===== config.mk =====
export PLATFORM = sky130hd
export DESIGN_NAME = brush_painter
export DESIGN_NICKNAME = d
export VERILOG_FILES = /design/src/rtl/brush_painter.sv
export SDC_FILE = /design/constraint.sdc
export NUM_CORES = 1
export LEC_CHECK = 0
export ABC_AREA = 1
export BUFFER_PORTS_ARGS = -buffer_cell sky130_fd_sc_hd__buf_4
export CAP_MARGIN = 20
export CORE_ASPECT_RATIO = 1.75
export CORE_MARGIN = 3
export CORE_UTILIZATION = 65
export CTS_BUF_LIST = sky130_fd_sc_hd__clkbuf_4 sky130_fd_sc_hd__clkbuf_8
export CTS_CLUSTER_DIAMETER = 150
export DETAILED_ROUTE_END_ITERATION = 8
export PLACE_DENSITY = 0.9
export SLEW_MARGIN = 40
export SYNTH_ARGS = -nofsm -noshare
export SYNTH_HDL_FRONTEND = slang
export SYNTH_SLANG_ARGS = --single-unit

===== constraint.sdc =====
create_clock -name clock_i -period 28.2 [get_ports clock_i]
set_input_delay 2.82 -clock clock_i [delete_from_list [all_inputs] [get_ports clock_i]]
set_output_delay 2.82 -clock clock_i [all_outputs]
set_load 0.02 [all_outputs]

===== src/rtl/brush_painter.sv =====
// brush_painter: rasters the clipped bounding box of a circular brush and issues one
// grid-memory write request per cell lying inside the circle.
`timescale 1ns/1ps
`default_nettype none

module brush_painter #(
    parameter int GRID_W  = 160,
    parameter int GRID_H  = 120,
    parameter int COORD_W = 8,
    parameter int TYPE_W  = 2,
    parameter int ADDR_W  = 15
) (
    input  logic               clock_i,
    input  logic               reset_i,
    input  logic               start_i,
    input  logic [COORD_W-1:0] brush_x_i,
    input  logic [COORD_W-1:0] brush_y_i,
    input  logic [COORD_W-1:0] brush_r_i,
    input  logic [TYPE_W-1:0]  brush_t_i,
    output logic               busy_o,
    output logic               done_o,
    output logic               mem_req_o,
    input  logic               mem_gnt_i,
    output logic [ADDR_W-1:0]  mem_addr_o,
    output logic [TYPE_W-1:0]  mem_data_o
);

    localparam int SW = COORD_W + 2;
    localparam int QW = 2 * COORD_W;
    localparam logic [SW-1:0] c_XMAX = SW'(GRID_W - 1);
    localparam logic [SW-1:0] c_YMAX = SW'(GRID_H - 1);

    typedef enum logic [1:0] {
        S_IDLE  = 2'd0,
        S_SETUP = 2'd1,
        S_SCAN  = 2'd2,
        S_DONE  = 2'd3
    } state_t;

    state_t               state_q;
    logic [COORD_W-1:0]   x_q, y_q, r_q;
    logic [COORD_W-1:0]   x0_q, x1_q, y1_q;
    logic [COORD_W-1:0]   cx_q, cy_q;
    logic                 busy_q, done_q, req_q;
    logic [ADDR_W-1:0]    addr_q;
    logic [TYPE_W-1:0]    data_q;

    logic [COORD_W-1:0]   x0_d, x1_d, y0_d, y1_d;
    logic [SW-1:0]        sx1_d, sy1_d;
    logic                 offgrid_d;
    logic [COORD_W-1:0]   cx_d, cy_d;
    logic [COORD_W-1:0]   adx_d, ady_d;
    logic [QW-1:0]        dx2_d, dy2_d, r2_d;
    logic [QW:0]          dist_d;
    logic                 in_d;
    logic [ADDR_W-1:0]    addr_d;

    // Bounding box clip and the next cursor position; the inside test and address are
    // evaluated for the cell about to be presented so the outputs can be registered.
    always_comb begin
        x0_d      = (x_q >= r_q) ? (x_q - r_q) : '0;
        y0_d      = (y_q >= r_q) ? (y_q - r_q) : '0;
        sx1_d     = {2'b00, x_q} + {2'b00, r_q};
        sy1_d     = {2'b00, y_q} + {2'b00, r_q};
        x1_d      = (sx1_d > c_XMAX) ? c_XMAX[COORD_W-1:0] : sx1_d[COORD_W-1:0];
        y1_d      = (sy1_d > c_YMAX) ? c_YMAX[COORD_W-1:0] : sy1_d[COORD_W-1:0];
        offgrid_d = ({2'b00, x_q} > c_XMAX) || ({2'b00, y_q} > c_YMAX);

        if (state_q == S_SETUP) begin
            cx_d = x0_d;
            cy_d = y0_d;
        end else if (cx_q == x1_q) begin
            cx_d = x0_q;
            cy_d = cy_q + 1'b1;
        end else begin
            cx_d = cx_q + 1'b1;
            cy_d = cy_q;
        end

        adx_d  = (cx_d >= x_q) ? (cx_d - x_q) : (x_q - cx_d);
        ady_d  = (cy_d >= y_q) ? (cy_d - y_q) : (y_q - cy_d);
        dx2_d  = adx_d * adx_d;
        dy2_d  = ady_d * ady_d;
        r2_d   = r_q * r_q;
        dist_d = {1'b0, dx2_d} + {1'b0, dy2_d};
        in_d   = (dist_d <= {1'b0, r2_d});
        addr_d = ADDR_W'(cy_d) * ADDR_W'(GRID_W) + ADDR_W'(cx_d);
    end

    always_ff @(posedge clock_i) begin
        if (reset_i) begin
            state_q <= S_IDLE;
            x_q     <= '0;
            y_q     <= '0;
            r_q     <= '0;
            x0_q    <= '0;
            x1_q    <= '0;
            y1_q    <= '0;
            cx_q    <= '0;
            cy_q    <= '0;
            busy_q  <= 1'b0;
            done_q  <= 1'b0;
            req_q   <= 1'b0;
            addr_q  <= '0;
            data_q  <= '0;
        end else begin
            case (state_q)
                S_IDLE: begin
                    if (start_i) begin
                        x_q     <= brush_x_i;
                        y_q     <= brush_y_i;
                        r_q     <= brush_r_i;
                        data_q  <= brush_t_i;
                        busy_q  <= 1'b1;
                        state_q <= S_SETUP;
                    end
                end
                S_SETUP: begin
                    if (offgrid_d) begin
                        busy_q  <= 1'b0;
                        done_q  <= 1'b1;
                        state_q <= S_DONE;
                    end else begin
                        x0_q    <= x0_d;
                        x1_q    <= x1_d;
                        y1_q    <= y1_d;
                        cx_q    <= cx_d;
                        cy_q    <= cy_d;
                        req_q   <= in_d;
                        addr_q  <= addr_d;
                        state_q <= S_SCAN;
                    end
                end
                S_SCAN: begin
                    // A pending request holds everything until the arbiter grants it.
                    if (!req_q || mem_gnt_i) begin
                        if (cx_q == x1_q && cy_q == y1_q) begin
                            req_q   <= 1'b0;
                            busy_q  <= 1'b0;
                            done_q  <= 1'b1;
                            state_q <= S_DONE;
                        end else begin
                            cx_q   <= cx_d;
                            cy_q   <= cy_d;
                            req_q  <= in_d;
                            addr_q <= addr_d;
                        end
                    end
                end
                S_DONE: begin
                    done_q  <= 1'b0;
                    state_q <= S_IDLE;
                end
                default: state_q <= S_IDLE;
            endcase
        end
    end

    assign busy_o     = busy_q;
    assign done_o     = done_q;
    assign mem_req_o  = req_q;
    assign mem_addr_o = addr_q;
    assign mem_data_o = data_q;

endmodule

`default_nettype wire


==> results.json <==
{
  "synth_area_leaders": "ha_1 18%, fa_1 18%, dfxtp_1 13%",
  "tns_ps": 0,
  "ys_seq_elements": 81,
  "ant_nets": 0,
  "grt_pass1_vias": 11800,
  "layout-drive-gt1-share_pct": 7.72,
  "postCtsResizedCells": 0,
  "synth_compound_area_share_pct": 14.5,
  "die_width_um": 111,
  "die_h_um": 190,
  "yosys_warnings": 0,
  "critPathKind": "reg2reg",
  "synthXorXnorAreaFrac_pct": 5.74,
  "finalClockSkew_ps": 15.3,
  "rr_endpoint": "mem_req_o",
  "timing.rr.start": "r_q[4]",
  "nNetsFinal": 2066,
  "grt_max_degree": 57,
  "postCtsHoldBufs": 0,
  "synthDistinctLibCells": 55,
  "grt_antenna_before_repair": 0,
  "synth_commonest_cells": "347 x inv_1, 286 x nand2_1, 182 x ha_1",
  "crit_start": "r_q[4]",
  "max_stage_delay_ps": 770,
  "fp-row-count": 66,
  "gr-usage-all-layers_pct": 31.7,
  "postCtsSetupRepairBufs": 0,
  "synthCells": 1728,
  "drc": 0,
  "timing.hold.ws_ps": 481,
  "vias": 11400,
  "critical_path.slowest_cell": "o21ai_0",
  "dp_hpwl_mm": 27.9,
  "viasPerCell": 5.76,
  "initial_core_util_pct": 67.0,
  "gr-total-overflow": 0,
  "postSynthAreaPerCell_um2": 7.30,
  "io_pins": 50,
  "multi_input_area_mm2": 0.00938,
  "drt_iter0_markers": 670,
  "cp-end-kind": "flop",
  "worstMarginPinSlew_ps": 934,
  "r2r_cells": 45,
  "syn_to_final_growth_pct": 5.17,
  "max_cap_viol_count": 0,
  "dieArea_mm2": 0.0212,
  "finalCritPeriodShare_pct": 38.7,
  "status": "completed",
  "synth-adder-area-share_pct": 35.7,
  "clk_transition_reported_paths_ps": 100,
  "diodes": 0,
  "r2r_setup_slack_ps": 17290,
  "fill_cells": 1543,
  "cts_tree": "built",
  "synth_most_common_cell": "inv_1",
  "clock_path_buffers": 2,
  "dr.pass1.iters": 5,
  "fmax_mhz": 91.7,
  "cts_root_buffer": "clkbuf_8",
  "synthDominantCellAreaShare_pct": 18.1,
  "grt_pass1_wl_mm": 54.6,
  "drt_wl_total_mm": 33.1,
  "clock_latency_ps": 380,
  "rsz0062_at_grt": "no",
  "synth_top_area_cell": "ha_1",
  "synth-async-reset-ratio_pct": 0,
  "seq_area_mm2": 0.00162,
  "finalMaxSlewViolations": 0,
  "numCtsBuffers": 9,
  "timing_hold_violations_final": 0,
  "synth_top_family_by_area": "adder cells",
  "netlist_area_mm2": 0.0126,
  "setup_viol": 0,
  "syn-num-nets": 2051,
  "endpoint": "mem_req_o",
  "period_needed_ps": 10910,
  "synth_seq_area_share_pct": 12.9,
  "startpoint_type": "flop",
  "synthMuxAreaShare_pct": 0,
  "synth-simple-area-share_pct": 18.4,
  "wl_per_cell_um": 16.7,
  "htreeDepth": 3,
  "synth_edf_count": 0,
  "synth_flop_cell": "dfxtp_1",
  "crit_arrival_ps": 11230,
  "max_slew_margin_pct": 37.1,
  "place_congestion": 1.00,
  "cp_max_fo": 12,
  "worst_ep_required_time_ps": 28520,
  "hold_class": "reg2reg",
  "io_buffers": 49,
  "coreArea_mm2": 0.0188,
  "cts.sinks": 81
}
==> cells in the final DEF, fill, tap and decap left out, types with 3 or more instances in the layout <==
cell / n
a21o_1: 5
a21oi_1: 135
a21oi_2: 5
a31oi_1: 12
buf_4: 54
clkbuf_8: 9
dfxtp_1: 81
fa_1: 111
ha_1: 182
inv_1: 347
inv_2: 16
inv_6: 3
nand2_1: 286
nand2_2: 9
nand2_4: 3
nand3_1: 62
nand3_2: 3
nand3b_1: 8
nand4_1: 13
nor2_1: 110
nor2_2: 7
nor3_1: 16
nor4_1: 4
o211ai_1: 13
o21a_1: 4
o21ai_0: 98
o21ai_1: 16
o21ai_2: 4
o21bai_1: 8
o221ai_1: 3
or2_2: 8
xnor2_1: 25
xor2_1: 54
==> flip-flops by register name (all words and copies together) (netlist names) <==
name and flops:
mem_addr_o 10, mem_data_o 2, cx_q 8, r_q 8
x_q 8, y1_q 8, y_q 8, x0_q 8
busy_o 1, state_q 2, cy_q 8, done_o 1
x1_q 8, mem_req_o 1
==> worst min path at each step <==
stage / from / endpoint / slack (ps) / cells after the start
2_1_floorplan: y1_q[7] / y1_q[7] / 450 / 2
3_3_place_gp: y1_q[7] / y1_q[7] / 450 / 2
3_5_place_dp: y1_q[7] / y1_q[7] / 460 / 2
4_1_cts: busy_o / busy_o / 480 / 2
5_1_grt: busy_o / busy_o / 490 / 2
6_report: busy_o / busy_o / 480 / 2
==> area by class of cell <==
class                           instances  area share (%)
Multi-Input combinational cell       1234            70.7
Sequential cell                        81            12.2
Inverter                              363            10.3
Timing Repair Buffer                   54            3.06
Tap cell                              238            2.24
Clock buffer                            9           0.934
Clock inverter                          7           0.575
==> worst max-delay path: cells and delay by family (launching register included) <==
kind            cells  cell delay, ps
flops               1             690
fa+ha+maj          11            4970
buf+inv             9            1120
simple gates       17            2150
compound gates      7            1770
xor+xnor            1             160
==> metal layers <==
metal,track usage [%],wire (µm),vias up
met5,0,0,-
met4,23.7,2930,0
met3,2.86,1440,186
met2,59.7,17300,436
met1,31.9,11500,5337
li1,-,-,5489
==> stage by stage <==
stage | area (µm²) | worst slack (ps) | std cells | utilization [%]
3_5_place_dp | 13100 | 17410 | 1970 | 69.4
4_1_cts | 13300 | 17380 | 1986 | 70.5
5_1_grt | 13300 | 16700 | 1986 | 70.5
3_3_place_gp | 13100 | 17650 | 1970 | 69.4
2_1_floorplan | 12600 | 19070 | 1728 | -
6_report | 13300 | 17290 | 1986 | 70.5
==> cells by family (layout without fill, tap and decap cells) <==
group                    count (synthesis)  in the layout
XOR/XNOR                                81             81
adder cells (fa/ha/maj)                293            293
flip-flops                              81             81
buffers and inverters                  413            433
other                                    2              2
AND/OR/NAND/NOR                        537            537
AO/OA/AOI/OAI                          321            321
Power is left out: the tool's default activity adds up to more than one toggle a clock period on the data nets, which glitch-free logic cannot reach.
